===== config.mk =====
export PLATFORM = sky130hd
export DESIGN_NAME = inst_queue_param
export DESIGN_NICKNAME = d
export VERILOG_FILES = /design/src/rtl/inst_queue_param.sv
export SDC_FILE = /design/constraint.sdc
export NUM_CORES = 2
export LEC_CHECK = 0
export CORE_UTILIZATION = 43
export DETAILED_ROUTE_END_ITERATION = 10
export PLACE_DENSITY_LB_ADDON = 0.05
export SLEW_MARGIN = 20
export SYNTH_ARGS = -nofsm -noshare
export SYNTH_HDL_FRONTEND = slang
export SYNTH_SLANG_ARGS = --single-unit

===== constraint.sdc =====
create_clock -name clk -period 13.9 [get_ports clk]
set_input_delay 2.085 -clock clk [delete_from_list [all_inputs] [get_ports clk]]
set_output_delay 2.085 -clock clk [all_outputs]
set_load 0.02 [all_outputs]

===== src/rtl/inst_queue_param.sv =====
// Instruction FIFO between InstFetcher and Decoder. Issues one entry per cycle, steered by RS/LSB space.
// Optional same-cycle bypass of an empty queue is enabled by defining IQ_BYPASS_EN.
module inst_queue_param #(
  parameter int INST_W      = 32,
  parameter int ADDR_W      = 32,
  parameter int DEPTH       = 16,
  parameter int FULL_MARGIN = 1,
  localparam int PTR_W      = $clog2(DEPTH)
) (
  input  logic              clk,
  input  logic              rst,
  input  logic              rdy,
  input  logic              IF_input_valid,
  input  logic [INST_W-1:0] IF_inst,
  input  logic [ADDR_W-1:0] IF_inst_pc,
  input  logic              IF_predicted_to_jump,
  input  logic [ADDR_W-1:0] IF_predicted_pc,
  output logic              IF_IQ_is_full,
  input  logic              ROB_is_full,
  input  logic              RS_is_full,
  input  logic              LSB_is_full,
  input  logic              ID_ready,
  output logic              ID_output_valid,
  output logic [INST_W-1:0] ID_inst,
  output logic [ADDR_W-1:0] ID_inst_pc,
  output logic              ID_predicted_to_jump,
  output logic [ADDR_W-1:0] ID_predicted_pc,
  input  logic              ROB_roll_back_flag,
  output logic [PTR_W:0]    IQ_count,
  output logic              IQ_overflow
);

  localparam logic [PTR_W:0] LP_DEPTH = (PTR_W+1)'(DEPTH);
  localparam logic [PTR_W:0] LP_FULL  = (PTR_W+1)'(DEPTH - FULL_MARGIN);

  logic [INST_W-1:0] r_mem_inst [DEPTH];
  logic [ADDR_W-1:0] r_mem_pc   [DEPTH];
  logic              r_mem_pj   [DEPTH];
  logic [ADDR_W-1:0] r_mem_ppc  [DEPTH];

  logic [PTR_W-1:0]  r_head, r_tail;
  logic [PTR_W:0]    r_count;
  logic              r_out_valid, r_overflow;
  logic [INST_W-1:0] r_out_inst;
  logic [ADDR_W-1:0] r_out_pc, r_out_ppc;
  logic              r_out_pj;

  logic w_head_lsb, w_in_lsb, w_ready_common, w_issue, w_byp, w_enq, w_drop;

  // Loads and stores go to the LSB; everything else to the RS.
  assign w_head_lsb = (r_mem_inst[r_head][6:0] == 7'b0000011) ||
                      (r_mem_inst[r_head][6:0] == 7'b0100011);
  assign w_in_lsb   = (IF_inst[6:0] == 7'b0000011) || (IF_inst[6:0] == 7'b0100011);

  assign w_ready_common = ID_ready && !ROB_is_full;
  assign w_issue = (r_count != '0) && w_ready_common &&
                   !(w_head_lsb ? LSB_is_full : RS_is_full);

`ifdef IQ_BYPASS_EN
  assign w_byp = (r_count == '0) && IF_input_valid && w_ready_common &&
                 !(w_in_lsb ? LSB_is_full : RS_is_full);
`else
  assign w_byp = 1'b0;
`endif

  assign w_enq  = IF_input_valid && ((r_count < LP_DEPTH) || w_issue) && !w_byp;
  assign w_drop = IF_input_valid && (r_count == LP_DEPTH) && !w_issue;

  always_ff @(posedge clk) begin
    if (!rst && rdy && !ROB_roll_back_flag && w_enq) begin
      r_mem_inst[r_tail] <= IF_inst;
      r_mem_pc[r_tail]   <= IF_inst_pc;
      r_mem_pj[r_tail]   <= IF_predicted_to_jump;
      r_mem_ppc[r_tail]  <= IF_predicted_pc;
    end
  end

  always_ff @(posedge clk or posedge rst) begin
    if (rst) begin
      r_head      <= '0;
      r_tail      <= '0;
      r_count     <= '0;
      r_out_valid <= 1'b0;
      r_out_inst  <= '0;
      r_out_pc    <= '0;
      r_out_pj    <= 1'b0;
      r_out_ppc   <= '0;
      r_overflow  <= 1'b0;
    end else if (!rdy) begin
      r_out_valid <= 1'b0;
    end else if (ROB_roll_back_flag) begin
      r_head      <= '0;
      r_tail      <= '0;
      r_count     <= '0;
      r_out_valid <= 1'b0;
    end else begin
      if (w_issue) begin
        r_out_inst  <= r_mem_inst[r_head];
        r_out_pc    <= r_mem_pc[r_head];
        r_out_pj    <= r_mem_pj[r_head];
        r_out_ppc   <= r_mem_ppc[r_head];
        r_out_valid <= 1'b1;
        r_head      <= r_head + PTR_W'(1);
      end else if (w_byp) begin
        r_out_inst  <= IF_inst;
        r_out_pc    <= IF_inst_pc;
        r_out_pj    <= IF_predicted_to_jump;
        r_out_ppc   <= IF_predicted_pc;
        r_out_valid <= 1'b1;
      end else begin
        r_out_valid <= 1'b0;
      end
      if (w_enq)  r_tail     <= r_tail + PTR_W'(1);
      if (w_drop) r_overflow <= 1'b1;
      case ({w_enq, w_issue})
        2'b10:   r_count <= r_count + (PTR_W+1)'(1);
        2'b01:   r_count <= r_count - (PTR_W+1)'(1);
        default: r_count <= r_count;
      endcase
    end
  end

  assign IF_IQ_is_full        = (r_count >= LP_FULL);
  assign IQ_count             = r_count;
  assign IQ_overflow          = r_overflow;
  assign ID_output_valid      = r_out_valid;
  assign ID_inst              = r_out_inst;
  assign ID_inst_pc           = r_out_pc;
  assign ID_predicted_to_jump = r_out_pj;
  assign ID_predicted_pc      = r_out_ppc;

endmodule

**After elaboration in Yosys (flattened, before gate mapping)**

Memory sizes are Yosys's and may differ from the RTL's. A register that Yosys moved wholly into a read port is not among the register bits.
Index checks and enable logic that the tools add are counted.

- $add $sub $neg: 4
- Magnitude comparators: 2
- Equal/unequal tests: 5
- Muxes and demuxes: 12
- Bitwise operators: 1
- Reductions and logical operators: 25

Operators by type and width:

| kind | count |
|---|---|
| 4-bit 2-to-1 mux | 4 |
| 5-bit one-hot mux with 2 select lines | 1 |
| 1-bit logical AND | 9 |
| 4-bit by 1-bit adder with 4-bit output (second input constant) | 2 |
| 7-bit by 2-bit == test with 1-bit output (second input constant) | 1 |
| 7-bit by 6-bit == test with 1-bit output (second input constant) | 1 |
| 1-bit 2-to-1 mux | 6 |
| 2-bit AND reduction | 3 |
| 3-bit AND reduction | 2 |
| 5-bit by 1-bit adder with 5-bit output (second input constant) | 1 |
| 5-bit == test (second input constant) | 1 |
| 5-bit by 4-bit >= comparator with 1-bit output (second input constant) | 1 |
| 1-bit zero test | 5 |
| 5-bit < comparator (second input constant) | 1 |
| 5-bit 2-to-1 mux | 1 |
| 5-bit nonzero test | 1 |
| 5-bit by 1-bit subtractor with 5-bit output (second input constant) | 1 |
| 2-bit nonzero test | 2 |
| 3-bit nonzero test | 1 |
| 2-bit by 1-bit == test with 1-bit output (second input constant) | 1 |
| 2-bit == test (second input constant) | 1 |
| 1-bit logical OR | 2 |
| 1-bit inverter | 1 |

- Bits in registers: 47
- RAM bits: 1552
- Bits of input ports: 106
- Output and inout bits: 105
- Word-level logic and storage cells: 59
- Memories kept: 4

Memory list:

| memory | depth | bits a word | rd ports | clocked after Yosys merged registers in | wr ports | RTL line | RTL |
|---|---|---|---|---|---|---|---|
| r_mem_inst | 16 | 32 | 1 | 0 | 1 | 36 | `logic [INST_W-1:0] r_mem_inst [DEPTH];` |
| r_mem_pc | 16 | 32 | 1 | 1 | 1 | 37 | `logic [ADDR_W-1:0] r_mem_pc [DEPTH];` |
| r_mem_ppc | 16 | 32 | 1 | 1 | 1 | 39 | `logic [ADDR_W-1:0] r_mem_ppc [DEPTH];` |
| r_mem_pj | 16 | 1 | 1 | 1 | 1 | 38 | `logic r_mem_pj [DEPTH];` |

**Depth between registers and ports, before layout**

An unclocked memory read counts as a cell.

- Word-level depth: 11
- Gate-level depth with buffers: 19
- Depth with buffers taken out: 16

**Worst setup path after synthesis**

OpenSTA, ideal clock, no wires.

- Path kind: input -> register
- Start: input ID_ready
- End: memory r_mem_inst[6][0], enable pin
- Setup time: 672 ps
- Data arrival time: 9638 ps
- Data required time: 13228 ps
- Path slack: 3590 ps
- Cell stages on the path: 7
- Buffers on the path: 0
- Path through: nor2b_1 o21ai_0 nor2_1 nand4bb_1 nand2_1 o21ai_1 nor3_1

- Longest elaborated chain between the ends: 8

Ends and longest elaborated chain:

| element | RTL line | RTL |
|---|---|---|
| start: declaration | 22 | `input logic ID_ready,` |
| 1-bit logical AND | 55 | `assign w_ready_common = ID_ready && !ROB_is_full;` |
| 1-bit logical AND (2 in series) | 56 | `assign w_issue = (r_count != '0) && w_ready_common &&` |
| 1-bit logical OR | 66 | `assign w_enq = IF_input_valid && ((r_count < LP_DEPTH) \|\| w_issue) && !w_byp;` |
| 1-bit logical AND | 66 |  |
| 1-bit logical AND | 70 | `if (!rst && rdy && !ROB_roll_back_flag && w_enq) begin` |
| 1-bit 2-to-1 mux | 70 |  |
| 1-bit 2-to-1 mux (implied by the code) | 71 | `r_mem_inst[r_tail] <= IF_inst;` |
| end: declaration | 36 |  |

Every way passes these cells.

**Worst setup path after layout**

- Start: register r_head[1]
- End: memory r_mem_pc[2][31], enable pin

- Longest elaborated chain between the ends: 11
- Elaborated cells on any way between the ends: 12
- Classes of those cells: eq/ne: 2; mux: 3; reduce/logical: 6; memory: 1

Ends and longest elaborated chain:

| element | RTL line | RTL |
|---|---|---|
| start: declaration | 41 | `logic [PTR_W-1:0] r_head, r_tail;` |
| start signal: assignment | 103 | `r_head <= r_head + PTR_W'(1);` |
| memory read 16 x 32 bit * | n/a |  |
| 7-bit by 2-bit == test with 1-bit output / 7-bit by 6-bit == test with 1-bit output (equally long branches) | 51, 52 |  |
| 1-bit logical OR * | 51 | `assign w_head_lsb = (r_mem_inst[r_head][6:0] == 7'b0000011) \|\|` |
| 1-bit 2-to-1 mux * | 57 | `!(w_head_lsb ? LSB_is_full : RS_is_full);` |
| 1-bit zero test * | 57 |  |
| 1-bit logical AND * | 56 |  |
| 1-bit logical OR * | 66 |  |
| 1-bit logical AND * | 66 |  |
| 1-bit logical AND * | 70 |  |
| 1-bit 2-to-1 mux * | 70 |  |
| 1-bit 2-to-1 mux (implied by the code) * | 72 | `r_mem_pc[r_tail] <= IF_inst_pc;` |
| end: declaration | 37 |  |

Every way passes the cells marked *; elsewhere a longest branch is shown, timed or not.

==> qor.csv <==
metric,value,unit
largest net degree at the start of global routing,144,
PostCTS Resize Cnt,0,
worst-margin pin slew,1.12,ns
RSZ-0062 raised after global routing,no,
CTS Root Cell,clkbuf_16,
Tcrit/Tclk final,58.9,%
DR pass1 iterations,5,
max incr delay on CP,1.04,ns
"Slowest-stage cell, CP",dfrtp_4,
Post-Route WL,149000,µm
worst-path maximum fanout,143,
mapped cell area,62800,µm²
Core Box Area,144000,µm²
"Seq/Total Area, Yosys",78.7,%
DRC errors left,0,
max cap viols,0,
Layout Nets,2965,
fin worst setup slack,5.71,ns
largest area contributor in the netlist,edfxtp_1,
final setup vio count,0,
Synth Warn #,0,
Post-CTS Hold Buffers,0,
outcome,finished clean,
P_leak,0.0225,µW
final slew viol count,0,
post-synthesis cell count,2538,
count of cell types in the netlist,52,
Num CTS Buffers,175,
Async SR Flop Fraction,6.73,%
syn_nets,2653,
Die Span X,384,µm
synthesized area per cell,24.8,µm²
FP Rows,139,
Via density,5.68,
Final min period,8.19,ns
# IOs,211,
"most used cell, CP",buf_4,
crit-path leading delay family,buffers and inverters,
fill count,11400,
Main synth FF type,edfxtp_1,
drt wl/cell,30.3,µm
TritonCTS clock tree,yes,
"Cell Chain, Critical Path",buf_4 -> buf_12 -> mux4_2 -> a22o_1 -> a211oi_1 -> nand4bb_1 -> a31oi_1 -> nand2_1 -> nor2_4 -> buf_4 -> buf_4,
share of post-route cells with drive strength above 1,26.2,%
post-synth top area share,74.2,%
Slew headroom,25.5,%
total number of vias,27900,
Seq cells post-synth,1664,
"count leader, synth",edfxtp_1,
chip height,384,µm
Clock Tree Buf Depth,3,
Arrival @ worst endpoint,8.59,ns
GR Overflow Total,0,
fmax,122,MHz
worst setup path category,reg2reg,
"Hold Violations, Final",0,
post-CTS setup buffer count,0,
DP Worst Slack,5.67,ns
vias in the first global route,30000,
HP Class,reg2reg,
Max H-tree Level,4,
P&R area growth vs syn,15.8,%
clk_lat worst skew,0.80,ns
buffers plus inverters on the worst setup path,4,
initial antenna violation count,18,
All-Layer GR Usage,20.6,%
dpl hpwl,81400,µm
Setup crit start kind,register,
"EDFF count, synth",1552,
Buffers on Ports,210,
Required @ worst endpoint,14.30,ns
Area contributors post-synth,"edfxtp_1, mux4_2, dfrtp_1, mux2_1, clkbuf_1",
first-pass GRT wire length,217000,µm
Initial Utilization,43.5,%
die area,148000,µm²
"top cells by count, synth","edfxtp_1, mux4_2, dfrtp_1",
setup TNS,0,ns
Num Clock Sinks,1664,
P per Cell Area,156,nW/µm²
Critical Path End Type,register,
Iter 0 DRT Violations,2143,
gp weighted congestion,0.785,
Worst-path clk slew,0.06,ns
peak supply drop,97.7,µV
Layout Skew,0.0223,ns
post-route ant nets,0,
[power by group]
part	switching, µW	internal, µW
combinational	605	568
sequential	112	5640
clock	1880	2530
total	2600	8730
[registers in the layout (all words and copies together) (netlist names)]
name	count
r_mem_inst	512
r_mem_pc	512
r_mem_ppc	512
ID_inst	32
ID_inst_pc	32
ID_predicted_pc	32
r_mem_pj	16
IQ_count	5
r_head	4
r_tail	4
ID_output_valid	1
ID_predicted_to_jump	1
IQ_overflow	1
[cell families after synthesis]
logic type / count (synthesis) / share of synthesized area [%]
AOI/OAI and AO/OA: 54 / 0.641
xor gates and xnor gates: 2 / 0.0279
buffers and inverters: 138 / 0.900
adders and majority gates: 9 / 0.191
and+or+nand+nor: 81 / 0.612
DFF: 1664 / 78.7
muxes: 590 / 19.0
[area by class of cell]
class / instances / area [µm²] / share of cell area [%]
antenna: 6 / 15.0 / 0.0206
clock buffer: 248 / 4860 / 6.67
clock inverter: 75 / 557 / 0.765
inverter: 14 / 65.1 / 0.0894
multi-input combinational: 736 / 12900 / 17.8
sequential: 1664 / 49400 / 67.9
tap: 1903 / 2380 / 3.27
timing repair buffer: 259 / 2530 / 3.48
[through the flow]
stage / power, µW / cell area (µm²) / hold WS [ns] / util (%) / cells
after floorplan: 6450 / 62800 / 0.529 / - / 2538
after global placement: 7030 / 67300 / 0.467 / 46.6 / 4576
after global routing: 11700 / 72800 / 0.504 / 50.4 / 4900
after detailed placement: 7050 / 67300 / 0.475 / 46.6 / 4576
after CTS: 11500 / 72700 / 0.488 / 50.4 / 4899
final: 11300 / 72800 / 0.485 / 50.4 / 4905
[final timing paths]
kind | startpoint | endpoint | slack (ns) | cells past startpoint
max | r_head[1] | r_mem_pc[2][31] | 5.71 | 11
min | ID_inst_pc[1] | ID_inst_pc[1] | 0.48 | 1
max reg2reg | r_head[1] | r_mem_pc[2][31] | 5.71 | 11
max in group asynchronous | rst | ID_inst[21] | 10.73 | 3
min in group asynchronous | rst | IQ_overflow | 1.91 | 2
min reg2reg | ID_inst_pc[1] | ID_inst_pc[1] | 0.48 | 1
[worst register-to-register path: cells and delay by family, from the launching register on]
family / cells / cell delay [ns]
AO/OA/AOI/OAI: 3 / 1.09
buffers and inverters: 4 / 3.17
flip-flops: 1 / 1.04
multiplexers: 1 / 0.66
AND/OR/NAND/NOR: 3 / 1.76
[routing by layer]
layer | vias to the layer above | global-route usage (%) | wire length (µm)
li1 | 11600 | - | -
met1 | 15300 | 28.9 | 65300
met2 | 727 | 33.1 | 72300
met3 | 227 | 4.09 | 7740
met4 | 14 | 5.60 | 3190
met5 | - | 0 | 83
[placed cells by master (no fill, tap or decap), types with 27 or more instances in the layout]
| master | count |
|---|---|
| clkbuf_16 | 178 |
| clkbuf_1 | 56 |
| dfrtp_1 | 109 |
| nand2_1 | 27 |
| buf_4 | 40 |
| clkdlybuf4s50_1 | 210 |
| edfxtp_1 | 1552 |
| clkinv_1 | 32 |
| mux2_1 | 95 |
| mux4_2 | 471 |
(Power assumes the default switching activity.)
